<file path="config.mk">
export PLATFORM = sky130hd
export DESIGN_NAME = mod6_count_ctrl
export DESIGN_NICKNAME = d
export VERILOG_FILES = /design/src/rtl/mod6_count_ctrl.sv
export SDC_FILE = /design/constraint.sdc
export NUM_CORES = 1
export LEC_CHECK = 0
export CAP_MARGIN = 20
export CORE_MARGIN = 2
export CORE_UTILIZATION = 55
export DETAILED_ROUTE_END_ITERATION = 16
export PLACE_DENSITY = 0.82
export SYNTH_ARGS = -nofsm -noshare
export SYNTH_HDL_FRONTEND = slang
export SYNTH_SLANG_ARGS = --single-unit
</file>
<file path="constraint.sdc">
create_clock -name clk -period 3.5 [get_ports clk]
set_input_delay 0.35 -clock clk [delete_from_list [all_inputs] [get_ports clk]]
set_output_delay 0.35 -clock clk [all_outputs]
set_load 0.1 [all_outputs]
</file>
<file path="src/rtl/mod6_count_ctrl.sv">
`timescale 1ns/1ps
// ============================================================================
// mod6_count_ctrl
// ----------------------------------------------------------------------------
// Push-button controlled modulo-6 counter with a run/stop state machine.
// The count feeds a seven-segment decoder.
//
// Three asynchronous buttons (run, direction, clear) are each synchronized by
// two flops. They are optionally debounced, then edge-detected into one-cycle
// press pulses.
//
// A prescaler divides clk by DIV while the FSM is in RUN. Each prescaler
// terminal count advances the count by one step, up or down.
//
// Optional feature macro: MOD6_DEBOUNCE_EN
//   defined   : each button level must differ from the accepted level for
//               DEBOUNCE_CYCLES consecutive cycles before it is accepted
//   undefined : the accepted level is the synchronizer output, and no
//               debounce counters exist
//
// Parameters
//   DIV              clk cycles per count step (2 .. 2^32-1)
//   DEBOUNCE_CYCLES  stable samples needed to accept a level change
//                    (2 .. 2^24-1); only meaningful with MOD6_DEBOUNCE_EN
//
// Ports
//   clk       in   system clock, rising edge
//   reset     in   synchronous active-high reset
//   btn_run   in   async button, each press toggles run/stop
//   btn_dir   in   async button, each press toggles direction
//   btn_clr   in   async button, each press clears the count
//   q         out  registered count 0..5
//   step      out  registered one-cycle pulse when q advanced by counting
//   running   out  registered, 1 in RUN
//   dir_down  out  registered, 1 = counting down
// ============================================================================
module mod6_count_ctrl #(
    parameter int unsigned DIV             = 50000000,
    parameter int unsigned DEBOUNCE_CYCLES = 1000000
) (
    input  logic       clk,
    input  logic       reset,
    input  logic       btn_run,
    input  logic       btn_dir,
    input  logic       btn_clr,
    output logic [2:0] q,
    output logic       step,
    output logic       running,
    output logic       dir_down
);

    // Elaboration-time guard on the parameter ranges.
    generate
        if (DIV < 2 || DEBOUNCE_CYCLES < 2) begin : g_param_check
            $error("mod6_count_ctrl: DIV and DEBOUNCE_CYCLES must both be >= 2");
        end
    endgenerate

    localparam int unsigned NBTN   = 3;
    localparam int unsigned BTN_RUN = 0;
    localparam int unsigned BTN_DIR = 1;
    localparam int unsigned BTN_CLR = 2;

    localparam logic [31:0] DIV_LAST = 32'(DIV - 1);

    // ------------------------------------------------------------------------
    // Button conditioning
    // ------------------------------------------------------------------------
    logic [NBTN-1:0] btn_raw;
    logic [NBTN-1:0] sync1_q;
    logic [NBTN-1:0] sync2_q;
    logic [NBTN-1:0] level;      // conditioned (accepted) button level
    logic [NBTN-1:0] prev_q;     // level one cycle ago, for edge detection
    logic [NBTN-1:0] armed_q;    // set once the button has been seen released
    logic [NBTN-1:0] press;      // one-cycle press pulses

    // The synchronizer is cleared by reset, so its output only reflects the
    // pins two edges later. vld_cnt_q marks when sync2_q holds real data.
    logic [1:0] vld_cnt_q;
    logic       sync_vld;

    assign btn_raw  = {btn_clr, btn_dir, btn_run};
    assign sync_vld = (vld_cnt_q == 2'd2);

    always_ff @(posedge clk) begin
        if (reset) begin
            sync1_q   <= '0;
            sync2_q   <= '0;
            vld_cnt_q <= 2'd0;
        end else begin
            sync1_q <= btn_raw;
            sync2_q <= sync1_q;
            if (vld_cnt_q != 2'd2) begin
                vld_cnt_q <= vld_cnt_q + 2'd1;
            end
        end
    end

    generate
        for (genvar gi = 0; gi < NBTN; gi++) begin : g_btn
`ifdef MOD6_DEBOUNCE_EN
            localparam logic [23:0] DB_LAST = 24'(DEBOUNCE_CYCLES - 1);

            logic [23:0] db_cnt_q;
            logic        db_level_q;

            // Count consecutive cycles in which the synchronized level
            // disagrees with the accepted level. Any agreeing sample restarts
            // the count, so glitches shorter than DEBOUNCE_CYCLES are lost.
            always_ff @(posedge clk) begin
                if (reset) begin
                    db_cnt_q   <= '0;
                    db_level_q <= 1'b0;
                end else if (sync2_q[gi] == db_level_q) begin
                    db_cnt_q <= '0;
                end else if (db_cnt_q == DB_LAST) begin
                    db_level_q <= sync2_q[gi];
                    db_cnt_q   <= '0;
                end else begin
                    db_cnt_q <= db_cnt_q + 24'd1;
                end
            end

            assign level[gi] = db_level_q;
`else
            assign level[gi] = sync2_q[gi];
`endif

            // A button held through reset must be released before it counts.
            // Arming waits for the synchronizer to carry real data and for
            // both the raw synchronized and the accepted level to be low.
            always_ff @(posedge clk) begin
                if (reset) begin
                    prev_q[gi]  <= 1'b0;
                    armed_q[gi] <= 1'b0;
                end else begin
                    prev_q[gi] <= level[gi];
                    if (sync_vld && !sync2_q[gi] && !level[gi]) begin
                        armed_q[gi] <= 1'b1;
                    end
                end
            end

            assign press[gi] = level[gi] & ~prev_q[gi] & armed_q[gi];
        end
    endgenerate

    logic run_press;
    logic dir_press;
    logic clr_press;

    assign run_press = press[BTN_RUN];
    assign dir_press = press[BTN_DIR];
    assign clr_press = press[BTN_CLR];

    // ------------------------------------------------------------------------
    // Run/stop FSM, prescaler and mod-6 counter
    // ------------------------------------------------------------------------
    typedef enum logic {
        ST_STOP = 1'b0,
        ST_RUN  = 1'b1
    } state_t;

    state_t      state_q;
    logic [31:0] presc_q;
    logic [2:0]  q_q;
    logic [2:0]  q_adv;
    logic        step_q;
    logic        running_q;
    logic        dir_down_q;
    logic        term_cnt;

    assign term_cnt = (state_q == ST_RUN) && (presc_q == DIV_LAST);

    // Next count value, using the direction currently in effect. Out-of-range
    // codes can never be produced; they map back into 0..5 regardless.
    always_comb begin
        q_adv = 3'd0;
        if (dir_down_q) begin
            if (q_q == 3'd0 || q_q > 3'd5) begin
                q_adv = 3'd5;
            end else begin
                q_adv = q_q - 3'd1;
            end
        end else begin
            if (q_q >= 3'd5) begin
                q_adv = 3'd0;
            end else begin
                q_adv = q_q + 3'd1;
            end
        end
    end

    // Presses are all evaluated against the pre-edge state. This means a
    // step that coincides with a direction press uses the old direction, and
    // a step that coincides with a run press still happens before stopping.
    always_ff @(posedge clk) begin
        if (reset) begin
            state_q    <= ST_STOP;
            running_q  <= 1'b0;
            dir_down_q <= 1'b0;
            presc_q    <= '0;
            q_q        <= 3'd0;
            step_q     <= 1'b0;
        end else begin
            step_q <= 1'b0;

            // Clear wins over a coinciding terminal count: no step is issued.
            if (clr_press) begin
                q_q     <= 3'd0;
                presc_q <= '0;
            end else if (state_q == ST_RUN) begin
                if (term_cnt) begin
                    presc_q <= '0;
                    q_q     <= q_adv;
                    step_q  <= 1'b1;
                end else begin
                    presc_q <= presc_q + 32'd1;
                end
            end
            // In STOP the prescaler holds, so resuming keeps the phase.

            if (dir_press) begin
                dir_down_q <= ~dir_down_q;
            end

            if (run_press) begin
                case (state_q)
                    ST_STOP: begin
                        state_q   <= ST_RUN;
                        running_q <= 1'b1;
                    end
                    default: begin
                        state_q   <= ST_STOP;
                        running_q <= 1'b0;
                    end
                endcase
            end
        end
    end

    assign q        = q_q;
    assign step     = step_q;
    assign running  = running_q;
    assign dir_down = dir_down_q;

endmodule

</file>
==> impl_metrics.xml <==
<?xml version="1.0" encoding="UTF-8"?>
<metrics>
  <group name="yosys">
    <metric name="avgSynthCellArea" unit="um2">8.96</metric>
    <metric name="yosys.cell_types.count" unit="">40</metric>
    <metric name="synthArstFlopShare" unit="%">0</metric>
    <metric name="ys_warn_count" unit="">0</metric>
    <metric name="syn-num-nets" unit="">274</metric>
    <metric name="synth-seq-area-share" unit="%">44.2</metric>
    <metric name="main_flop_type_after_synthesis" unit="">sky130_fd_sc_hd__dfxtp_1</metric>
    <metric name="leading_post_synthesis_cells_by_cell_area" unit="">sky130_fd_sc_hd__dfxtp_1 44%, sky130_fd_sc_hd__xnor2_1 7.1%, sky130_fd_sc_hd__nor2_1 7.0%</metric>
    <metric name="synth_edf_count" unit="">0</metric>
    <metric name="synth_area" unit="um2">2360</metric>
    <metric name="synth.top_cell.area_share" unit="%">44.2</metric>
    <metric name="number_of_synthesized_register_bits" unit="">52</metric>
    <metric name="synthCells" unit="">263</metric>
    <metric name="synth_area_leader_cell" unit="">sky130_fd_sc_hd__dfxtp_1</metric>
  </group>
  <group name="placement">
    <metric name="globalplace.congestion" unit="">0.775</metric>
    <metric name="port_buffers" unit="">10</metric>
    <metric name="dpl.cell_count" unit="">315</metric>
    <metric name="detailed_place_hpwl" unit="um">3090</metric>
    <metric name="dp_slack" unit="ns">1.22</metric>
  </group>
  <group name="route">
    <metric name="vias" unit="">1800</metric>
    <metric name="wirelength" unit="um">4410</metric>
    <metric name="drt-pass1-iter-count" unit="">4</metric>
    <metric name="dr.first_iter.drc_count" unit="">70</metric>
    <metric name="antenna_violating_nets_post_route" unit="">0</metric>
    <metric name="drc_errors" unit="">0</metric>
    <metric name="post_drt_wl_per_cell" unit="um">13.7</metric>
    <metric name="route.detailed.vias_per_inst" unit="">5.57</metric>
  </group>
  <group name="global_routing">
    <metric name="via_count_of_the_first_global_routing_pass" unit="">1756</metric>
    <metric name="wire_length_of_the_first_global_routing_pass" unit="um">7680</metric>
    <metric name="grt_max_degree" unit="">32</metric>
    <metric name="grt_use_total" unit="%">19.3</metric>
    <metric name="grt_antenna_before_repair" unit="">0</metric>
    <metric name="grt_remaining_overflow" unit="">0</metric>
  </group>
  <group name="setup_path">
    <metric name="worstPathMaxFanout" unit="">10</metric>
    <metric name="worst-endpoint-arrival" unit="ns">1.99</metric>
    <metric name="timing.critical_path.to_type" unit="">output pin</metric>
    <metric name="worst-r2r-setup-slack" unit="ns">1.41</metric>
    <metric name="crit_path_max_incr_delay" unit="ns">1.19</metric>
    <metric name="critical-path-top-delay-family" unit="">buffers and inverters</metric>
    <metric name="critical_path_buf_inv_count" unit="">1</metric>
    <metric name="worstPathRequired" unit="ns">3.15</metric>
    <metric name="timing.critical_path.slowest_stage_cell" unit="">sky130_fd_sc_hd__clkdlybuf4s50_1</metric>
    <metric name="timing.setup.critical_path_class" unit="">flop to output pin</metric>
    <metric name="crit_path_cell_trace" unit="">clkdlybuf4s50_1</metric>
    <metric name="worst_r2r_path_cells" unit="">7</metric>
    <metric name="worstSetupStartpointType" unit="">flop</metric>
    <metric name="r2r-start" unit="">presc_q[0]$_SDFFE_PP0P_</metric>
    <metric name="reg2reg_to" unit="">presc_q[0]$_SDFFE_PP0P_</metric>
  </group>
  <group name="clocking">
    <metric name="postCtsHoldBufs" unit="">0</metric>
    <metric name="clk_latency" unit="ns">0.30</metric>
    <metric name="numCtsBuffers" unit="">5</metric>
    <metric name="post_cts_resize_count" unit="">0</metric>
    <metric name="cts-htree-levels" unit="">2</metric>
    <metric name="clkTransAtPathRegs" unit="ns">0.09</metric>
    <metric name="tritoncts_clock_tree" unit="">yes</metric>
    <metric name="post-cts-setup-buffer-count" unit="">0</metric>
    <metric name="cts.sink_count" unit="">52</metric>
    <metric name="clockBufferDepth" unit="">2</metric>
    <metric name="cts_root_buffer_type" unit="">sky130_fd_sc_hd__clkbuf_8</metric>
  </group>
  <group name="cells_and_area">
    <metric name="layout.filler_cells" unit="">329</metric>
    <metric name="layout.area.seq" unit="um2">1040</metric>
    <metric name="area_growth_syn_to_layout" unit="%">9.39</metric>
    <metric name="multiInputGateArea" unit="um2">1220</metric>
    <metric name="final_cells" unit="">323</metric>
    <metric name="final_nets" unit="">283</metric>
    <metric name="antenna-diode-count" unit="">0</metric>
    <metric name="layout-drive-gt1-share" unit="%">6.23</metric>
  </group>
  <group name="sta">
    <metric name="rsz_0062_raised_after_global_routing" unit="">no</metric>
    <metric name="skew" unit="ns">0.00885</metric>
    <metric name="max-slew-margin-rel" unit="%">35.6</metric>
    <metric name="final.setup.tns" unit="ns">0</metric>
    <metric name="clock_period_minus_final_worst_setup_slack" unit="ns">2.34</metric>
    <metric name="worst_slew_pin_slew" unit="ns">0.962</metric>
    <metric name="setup_viol" unit="">0</metric>
    <metric name="final_hold_viol_count" unit="">0</metric>
    <metric name="share_of_the_clock_period_used_by_the_worst_path" unit="%">67.0</metric>
    <metric name="highest_achievable_clock_rate" unit="MHz">427</metric>
    <metric name="timing.final.ws_setup" unit="ns">1.16</metric>
    <metric name="final-max-slew-violation-count" unit="">0</metric>
  </group>
  <group name="power_and_ir_drop">
    <metric name="p_per_area" unit="nW/um2">447</metric>
    <metric name="p_leak" unit="nW">0.911</metric>
    <metric name="peakVddDrop" unit="mV">0.339</metric>
  </group>
  <group name="hold_path">
    <metric name="worst_hold_path_type" unit="">flop to flop</metric>
    <metric name="min_path_cells" unit="">1</metric>
    <metric name="hold_path_startpoint" unit="">sync1_q[1]$_SDFF_PP0_</metric>
    <metric name="timing.hold.worst_endpoint" unit="">level[1]$_SDFF_PP0_</metric>
  </group>
  <group name="flow_run">
    <metric name="timing.max_cap.violations" unit="">0</metric>
  </group>
  <group name="status">
    <metric name="outcome" unit="">complete, no violations</metric>
  </group>
  <group name="die">
    <metric name="core-area" unit="um2">4060</metric>
    <metric name="dieHeight" unit="um">69.5</metric>
    <metric name="ioPinCount" unit="">11</metric>
    <metric name="dieWidth" unit="um">69.5</metric>
    <metric name="dieArea" unit="um2">4830</metric>
    <metric name="placement_rows" unit="">23</metric>
    <metric name="initial_utilization" unit="%">58.1</metric>
  </group>
</metrics>
-- final cells by class --
cell class / count / share of cell area, %
clock inverters: 2 / 1.50
repair buffers: 11 / 4.17
inverters: 7 / 1.02
multi-input cells: 195 / 47.3
clock buffers: 6 / 3.20
well taps: 50 / 2.43
flip-flops and latches: 52 / 40.4
-- state kept, by name (all words and copies together), names as in the netlist --
| signal | count |
|---|---|
| presc_q | 32 |
| armed_q | 3 |
| level | 3 |
| prev_q | 3 |
| q | 3 |
| sync1_q | 3 |
| vld_cnt_q | 2 |
| dir_down | 1 |
| running | 1 |
| step | 1 |
-- worst max path at each step --
stage	endpoint	from	depth (start not counted)
floorplan	q[1]$_SDFFE_PP0P_	q[1]$_SDFFE_PP0P_	7
global placement	presc_q[1]$_SDFFE_PP0P_	reset	5
detailed placement	presc_q[0]$_SDFFE_PP0P_	reset	5
CTS	dir_down	dir_down$_SDFFE_PP0P_	1
global route	dir_down	dir_down$_SDFFE_PP0P_	1
finish	q[2]	q[2]$_SDFFE_PP0P_	1
-- synthesized netlist by cell type, types with 8 or more instances --
| master | number |
|---|---|
| sky130_fd_sc_hd__nor3_1 | 8 |
| sky130_fd_sc_hd__a21oi_1 | 8 |
| sky130_fd_sc_hd__nor2b_1 | 8 |
| sky130_fd_sc_hd__and3_1 | 10 |
| sky130_fd_sc_hd__nand2_1 | 18 |
| sky130_fd_sc_hd__xnor2_1 | 19 |
| sky130_fd_sc_hd__dfxtp_1 | 52 |
| sky130_fd_sc_hd__nand4_1 | 9 |
| sky130_fd_sc_hd__nor4_1 | 10 |
| sky130_fd_sc_hd__nor2_1 | 44 |
| sky130_fd_sc_hd__xor2_1 | 12 |
| sky130_fd_sc_hd__nand3_1 | 10 |
-- report_power, final --
group | leakage, nW | total, mW | internal (mW) | switching [mW]
combinational | 0.428 | 0.0941 | 0.0375 | 0.0565
sequential | 0.421 | 0.634 | 0.619 | 0.0153
clock | 0.0614 | 0.425 | 0.234 | 0.191
total | 0.911 | 1.15 | 0.890 | 0.263
-- kinds of logic after synthesis --
group           after synthesis  share of synthesized area (%)
buf+inv                      16                           4.09
flops                        52                           44.2
simple gates                136                           30.9
compound gates               19                           4.78
fa+ha+maj                     6                           3.18
xor+xnor                     31                           11.5
mux                           3                           1.33
-- per-stage QoR --
stage | hold WS, ns | utilization (%) | power (mW) | cell area, um2
CTS | 0.450 | 63.6 | 1.16 | 2580
floorplan | 0.414 | - | 0.721 | 2360
global route | 0.461 | 63.6 | 1.20 | 2580
finish | 0.444 | 63.6 | 1.15 | 2580
detailed placement | 0.428 | 60.6 | 0.742 | 2460
global placement | 0.417 | 60.6 | 0.731 | 2460
-- routing by layer --
| metal | wire [um] | GRT usage [%] | vias to the layer above |
|---|---|---|---|
| met5 | 0 | 0 | - |
| met4 | 81 | 7.84 | 0 |
| met3 | 142 | 4.22 | 9 |
| met2 | 2200 | 33.4 | 31 |
| met1 | 1990 | 23.2 | 839 |
| li1 | - | - | 921 |
-- cells in the final DEF, fill, tap and decap left out, types with 2 or more instances in the layout --
cell / synthesis / routed
sky130_fd_sc_hd__clkbuf_8: 0 / 6
sky130_fd_sc_hd__mux2i_1: 2 / 2
sky130_fd_sc_hd__ha_1: 6 / 6
sky130_fd_sc_hd__o21ai_0: 4 / 4
sky130_fd_sc_hd__nand2_1: 18 / 18
sky130_fd_sc_hd__nor4_1: 10 / 10
sky130_fd_sc_hd__xnor2_1: 19 / 19
sky130_fd_sc_hd__and2_1: 2 / 2
sky130_fd_sc_hd__nand2b_1: 2 / 2
sky130_fd_sc_hd__inv_1: 7 / 7
sky130_fd_sc_hd__xor2_1: 12 / 12
sky130_fd_sc_hd__clkdlybuf4s50_1: 0 / 10
sky130_fd_sc_hd__nor2_1: 44 / 44
sky130_fd_sc_hd__and4_1: 4 / 4
sky130_fd_sc_hd__nand4_1: 9 / 9
sky130_fd_sc_hd__and3_1: 10 / 10
sky130_fd_sc_hd__a21oi_1: 8 / 8
sky130_fd_sc_hd__nor2b_1: 8 / 8
sky130_fd_sc_hd__nor4b_2: 2 / 2
sky130_fd_sc_hd__dfxtp_1: 52 / 52
sky130_fd_sc_hd__nor3_1: 8 / 8
sky130_fd_sc_hd__or3_1: 2 / 2
sky130_fd_sc_hd__nand3_1: 10 / 10
Power figures use the tool's default switching activity.
